File: config.mk
export PLATFORM = sky130hd
export DESIGN_NAME = universal_shift_engine
export DESIGN_NICKNAME = d
export VERILOG_FILES = /design/src/rtl/universal_shift_engine.sv
export SDC_FILE = /design/constraint.sdc
export NUM_CORES = 1
export LEC_CHECK = 0
export BUFFER_PORTS_ARGS = -buffer_cell sky130_fd_sc_hd__buf_2
export CAP_MARGIN = 20
export CORE_AREA = 2 2 55 57
export DETAILED_ROUTE_END_ITERATION = 10
export DIE_AREA = 0 0 57 59
export PLACE_DENSITY = 0.69
export SETUP_SLACK_MARGIN = 0.02
export SYNTH_ARGS = -nofsm -noshare
export SYNTH_HDL_FRONTEND = slang
export SYNTH_SLANG_ARGS = --single-unit
File: constraint.sdc
create_clock -name clk -period 3.7 [get_ports clk]
set_clock_uncertainty 0.1 [all_clocks]
set_input_delay 0.185 -clock clk [delete_from_list [all_inputs] [get_ports clk]]
set_output_delay 0.185 -clock clk [all_outputs]
set_load 0.01 [all_outputs]
File: src/rtl/universal_shift_engine.sv
// Multi-mode shift engine: parallel load, counted shift/rotate/serial runs,
// serial output and a busy/done handshake around each run.
`timescale 1ns/1ps
module universal_shift_engine #(
  parameter int unsigned N  = 8,
  parameter int unsigned CW = 4
) (
  input  logic          clk,
  input  logic          rst,
  input  logic          load,
  input  logic [N-1:0]  data_in,
  input  logic          start,
  input  logic [2:0]    mode,
  input  logic [CW-1:0] count,
  input  logic          sin,
  output logic [N-1:0]  q,
  output logic          sout,
  output logic          busy,
  output logic          done
);

  localparam logic [0:0] S_IDLE = 1'b0;
  localparam logic [0:0] S_RUN  = 1'b1;

  logic [0:0]    r_state, w_state_nxt;
  logic [N-1:0]  r_q, w_q_nxt, w_step_q;
  logic          r_sout, w_sout_nxt, w_step_sout;
  logic          r_busy, w_busy_nxt;
  logic          r_done, w_done_nxt;
  logic [2:0]    r_mode, w_mode_nxt;
  logic [CW-1:0] r_cnt, w_cnt_nxt;

  // One step of the latched mode applied to the current register value
  always_comb begin
    w_step_q    = r_q;
    w_step_sout = r_sout;
    case (r_mode)
      3'b000: begin w_step_q = {r_q[N-2:0], 1'b0};     w_step_sout = r_q[N-1]; end
      3'b001: begin w_step_q = {1'b0, r_q[N-1:1]};     w_step_sout = r_q[0];   end
      3'b010: begin w_step_q = {r_q[N-2:0], r_q[N-1]}; w_step_sout = r_q[N-1]; end
      3'b011: begin w_step_q = {r_q[0], r_q[N-1:1]};   w_step_sout = r_q[0];   end
      3'b100: begin w_step_q = {r_q[N-1], r_q[N-1:1]}; w_step_sout = r_q[0];   end
      3'b101: begin w_step_q = {r_q[N-2:0], sin};      w_step_sout = r_q[N-1]; end
      3'b110: begin w_step_q = {sin, r_q[N-1:1]};      w_step_sout = r_q[0];   end
      default: begin w_step_q = r_q;                   w_step_sout = r_sout;   end
    endcase
  end

  // Next-state and next-output logic
  always_comb begin
    w_state_nxt = r_state;
    w_q_nxt     = r_q;
    w_sout_nxt  = r_sout;
    w_busy_nxt  = r_busy;
    w_done_nxt  = 1'b0;
    w_mode_nxt  = r_mode;
    w_cnt_nxt   = r_cnt;
    case (r_state)
      S_IDLE: begin
        if (load) begin
          w_q_nxt = data_in;
        end else if (start) begin
          if (count == '0) begin
            w_done_nxt = 1'b1;
          end else begin
            w_mode_nxt  = mode;
            w_cnt_nxt   = count;
            w_busy_nxt  = 1'b1;
            w_state_nxt = S_RUN;
          end
        end
      end
      default: begin
        w_q_nxt    = w_step_q;
        w_sout_nxt = w_step_sout;
        w_cnt_nxt  = r_cnt - CW'(1);
        if (r_cnt == CW'(1)) begin
          w_busy_nxt  = 1'b0;
          w_done_nxt  = 1'b1;
          w_state_nxt = S_IDLE;
        end
      end
    endcase
  end

  always_ff @(posedge clk) begin
    if (rst) begin
      r_state <= S_IDLE;
      r_q     <= '0;
      r_sout  <= 1'b0;
      r_busy  <= 1'b0;
      r_done  <= 1'b0;
      r_mode  <= 3'b000;
      r_cnt   <= '0;
    end else begin
      r_state <= w_state_nxt;
      r_q     <= w_q_nxt;
      r_sout  <= w_sout_nxt;
      r_busy  <= w_busy_nxt;
      r_done  <= w_done_nxt;
      r_mode  <= w_mode_nxt;
      r_cnt   <= w_cnt_nxt;
    end
  end

  assign q    = r_q;
  assign sout = r_sout;
  assign busy = r_busy;
  assign done = r_done;

endmodule

* Word level (Yosys, flattened, before mapping)
Cells that the tools add are included.
** Storage, ports and cells
- Output and inout bits :: 11
- Register bits :: 19
** Operators by class
- Reductions and logical operators :: 13
- Equality and inequality tests :: 13
- Add/sub/neg operators :: 1
- Bitwise gates (word level) :: 3
- Mux-type cells :: 23
** Operators with widths (count)
- $pmux W8 S7 :: 1
- $mux W4 :: 4
- $mux W8 :: 2
- $mux W1 :: 15
- $eq A3 B3 Y1 const B :: 3
- $ne A8 B1 Y1 const B :: 1
- $reduce_and A4 Y1 :: 2
- $ne A7 B1 Y1 const B :: 1
- $eq A3 B2 Y1 const B :: 2
- $reduce_and A3 Y1 :: 2
- $reduce_bool A2 Y1 :: 3
- $eq A4 B1 Y1 const B :: 1
- $logic_not A4 Y1 :: 1
- $ne A2 B1 Y1 const B :: 2
- $ne A2 B2 Y1 const B :: 2
- $reduce_and A2 Y1 :: 2
- $reduce_or A4 Y1 :: 1
- $sub A4 B1 Y4 const B :: 1
- $eq A3 B1 Y1 const B :: 1
- $logic_not A3 Y1 :: 1
- $not A1 Y1 :: 3
- $reduce_or A3 Y1 :: 1
- $pmux W1 S2 :: 1

* Longest topological paths before layout
- Word-level depth :: 5
- Gate-level depth with buffers :: 5

* Worst setup path after synthesis
No wires, ideal clock.
- Kind :: input port to flip-flop
- Start :: in count[2]
- End :: reg r_done (netlist: done)
- Stages on the path :: 3
- Data arrival time :: 1.340 ns
- Data required time :: 3.530 ns
- Setup slack :: 2.191 ns
- Path buffers :: 0
- Library setup time :: 0.070 ns
- Cell sequence :: or4_4 -> or4b_1 -> a21oi_1
** On the way
- Longest elaborated chain between the ends :: 5
** RTL lines
- start, declared :: RTL line 14 : input logic [CW-1:0] count,
- $logic_not A4 Y1 :: RTL line 63 : if (count == '0) begin
- $mux W1 :: RTL line 63
- $mux W1 :: RTL line 62 : end else if (start) begin
- $mux W1 :: RTL line 60 : if (load) begin
- $mux W1 :: RTL line 58 : case (r_state)
- end signal, assigned :: RTL line 100 : r_done <= w_done_nxt;
- end, declared :: RTL line 29 : logic r_done, w_done_nxt;
No other way between the ends.
A chain may end at the register's enable or synchronous reset.

* Worst setup path in the final report
- Start :: reg r_state
- End :: reg r_q[0] (netlist: q[0])
** On the way
- Longest elaborated chain between the ends :: 2
** RTL lines
- start, declared :: RTL line 25 : logic [0:0] r_state, w_state_nxt;
- start signal, assigned :: RTL line 96 : r_state <= w_state_nxt;
- $ne A8 B1 Y1 (no source line) or $reduce_bool A2 Y1 (tied branches)
- $reduce_and A2 Y1 (no source line)
- end signal, assigned :: RTL line 97 : r_q <= w_q_nxt;
- end, declared :: RTL line 26 : logic [N-1:0] r_q, w_q_nxt, w_step_q;
Parallel ways exist; a longest one is shown, timed or not.

==> summary.md <==
| Metric | Value |
|---|---|
| Worst min path class | `primary input to flop` |
| Hold depth | `3` |
| Reg clk slew, reported paths | `0.11 ns` |
| Finished Cell Area | `1240 um^2` |
| Net Count, Synth | `151` |
| Most common cell in the synthesized netlist | `nand2_1` |
| RSZ-0062 raised after global routing | `false` |
| Filler cells | `286` |
| Site row count | `19` |
| Final min period | `2.05 ns` |
| H-tree depth | `1` |
| Worst Setup Path Type | `flop to flop` |
| Crit-path leading delay family | `compound AO/OA/AOI/OAI gates` |
| Achievable Freq | `488 MHz` |
| Multi-input logic area | `609 um^2` |
| GR peak layer | `met2` |
| Die Ht | `59 um` |
| Ant diodes | `0` |
| Initial core utilization | `0.385` |
| Routed length per instance | `13.6 um` |
| Hold WS | `0.0127 ns` |
| Vias per cell | `5.69` |
| Gate Count Post-Synth | `129` |
| Grt met2 use | `0.256` |
| Final period util | `0.554` |
| WP buf/inv | `1` |
| # Max-Cap Violations | `0` |
| Crit-path max FO | `23` |
| Initial antenna violation count | `0` |
| Area of the core | `2710 um^2` |
| Boundary pin count | `31` |
| Nets | `181` |
| Post-cts repair resize count | `0` |
| Dpl ws | `1.69 ns` |
| Synthesized area | `1040 um^2` |
| Synth area leader | `dfxtp_1` |
| Placed instance area | `1190 um^2` |
| Share of layout cells above drive strength 1 | `0.234` |
| Register Area | `380 um^2` |
| I/O Buffers | `30` |
| Status | `finished clean` |
| Root buf cell | `clkbuf_4` |
| Reg-to-Reg End | `q[0]` |
| PnR worst setup slack | `1.65 ns` |
| Synth cell types | `34` |
| Final setup fails | `0` |
| Number of synthesized flops with an enable pin | `0` |
| Die area | `3360 um^2` |
| Power Total | `453 uW` |
| Worst slew pin tran | `0.747 ns` |
| Residual DRC count | `0` |
| CTS buffer count | `3` |
| Synth Register Bits | `19` |
| Crit path capture type | `flop` |
| Adder-Cell Fraction of Synth Area | `0.0240` |
| GRT Residual Overflow | `0` |
| XOR/XNOR Fraction of Synth Area | `0.0336` |
| Skew-Pair Late Insertion Delay | `0.31 ns` |
| Fin. Hold Viols | `0` |
| Worst reg2reg path startpoint | `r_state` |
| Worst Hold End | `r_mode[2]` |
| DRT Pass-1 Iters | `5` |
| First-pass GRT wire length | `4150 um` |
| Post-DP HPWL | `1850 um` |
| Synth cell count leaders | `27 x nand2_1, 19 x dfxtp_1, 14 x a21oi_1, 8 x nor2_1, 6 x a32o_1` |
| Vias in the first global route | `969` |
| Flop2flop setup slack | `1.65 ns` |
| CP peak stage delay | `0.82 ns` |
| CP max stage cell | `dfxtp_1` |
| Max-slew headroom | `0.501` |
| Initial DRC Count | `26` |
| Clock sinks | `19` |
| ANT nets after route | `0` |
| WP data required | `3.82 ns` |
| Share of the synthesized area in the top cell type | `0.365` |
| Max Slew Vio Count | `0` |
| RePlAce Congestion | `0.866` |
| Static leakage | `0.516 nW` |
| Fin cells | `189` |
| Syn Area/Cell | `8.09 um^2` |
| Crit path cell chain | `inv_1 -> o21bai_1 -> a21oi_1 -> a221oi_1` |
| Synth area leaders | `dfxtp_1 36%, nand2_1 9.7%, a21oi_1 6.7%` |
| Met1 Use GR | `0.203` |
| Post-Synth Simple-Gate Area | `0.259` |
| Compound-Gate Fraction of Synth Area | `0.239` |
| Startpoint types | `flop` |
| Aggregate global-route resource usage | `0.156` |
| GRT met3 Usage | `0.0240` |
| VDD IR max | `198 uV` |
| DIE WIDTH | `57 um` |
| Synth warn | `0` |
| PwrDens | `365 nW/um^2` |
| Synth Flop Type | `dfxtp_1` |
| Reg2Reg Depth | `4` |
| CTS tree | `built` |
| Layout area overhead | `18.8%` |
| HP Start | `mode[2]` |
| Main combinational cell family by area after synthesis | `simple AND/OR/NAND/NOR gates` |
| Post-Route Utilization | `0.458` |
| Setup TNS | `0 ns` |
| CTS Buffer Depth | `2` |
| Worst Path Arrival | `2.17 ns` |
| Seq/Total Area, Yosys | `0.365` |
| Pin count of the biggest net entering global routing | `24` |
| Post-synth ARST share | `0` |
| Mux cell area share after synthesis | `0.0288` |
| Vias | `1075` |
| Placed Cells | `183` |
| WL final | `2560 um` |
worst register-to-register path, stage by stage (launching register included):
cell	delay, ns
dfxtp_1	0.82
inv_1	0.22
o21bai_1	0.49
a21oi_1	0.08
a221oi_1	0.26
worst max-delay path by stage:
stage	from	end	slack [ns]	cells past startpoint
4_1_cts	r_state	q[0]	1.67	4
6_report	r_state	q[0]	1.65	4
2_1_floorplan	count[2]	done	2.19	3
3_5_place_dp	r_state	q[0]	1.69	4
5_1_grt	r_state	q[0]	1.47	4
3_3_place_gp	r_state	q[0]	1.76	4
registers in the layout (all words and copies together) (netlist names):
register / flops
sout: 1
done: 1
r_state: 1
busy: 1
r_mode: 3
q: 8
r_cnt: 4
cells in the final DEF, fill, tap and decap left out, types with 2 or more instances in the layout:
cell / count
buf_2: 30
nand2_1: 27
dfxtp_1: 19
a21oi_1: 14
nor2_1: 8
a32o_1: 6
inv_1: 4
o21ai_0: 4
a221oi_1: 4
a211oi_1: 4
nor2b_1: 3
nand3_1: 3
mux2i_1: 3
clkbuf_4: 3
and3_2: 2
xor2_1: 2
xnor2_1: 2
ha_1: 2
dlygate4sd3_1: 2
metal layers:
layer  routed length (um)  vias to the layer above
li1                     -                      532
met3                  167                        7
met2                 1170                       45
met4                   57                        0
met5                    0                        -
met1                 1170                      491
repair_timing:
action                    in CTS  in global routing
hold endpoints to repair       2                  0
setup buffers                  0                  0
hold buffers                   2                  0
report_power, final:
group          leakage, nW  total [mW]  switching (mW)  internal (mW)
Sequential           0.157       0.245          0.0234          0.222
Combinational        0.345      0.0984          0.0510         0.0473
Clock               0.0150       0.110          0.0674         0.0421
Total                0.516       0.453           0.142          0.311
cells by family (layout without fill, tap and decap cells):
kind of cell,Yosys count,in the layout
AND/OR/NAND/NOR,54,54
flip-flops,19,19
adder cells (fa/ha/maj),2,2
buffers and inverters,11,40
multiplexers,3,3
AO/OA/AOI/OAI,36,36
XOR/XNOR,4,4
cell type report:
cell class                 count  share of cell area
sequential                    19               0.307
inverter                       4              0.0121
multi-input combinational     99               0.491
timing repair buffer          32               0.137
clock buffer                   4              0.0212
tap                           31              0.0313
Power figures use the tool's default switching activity.
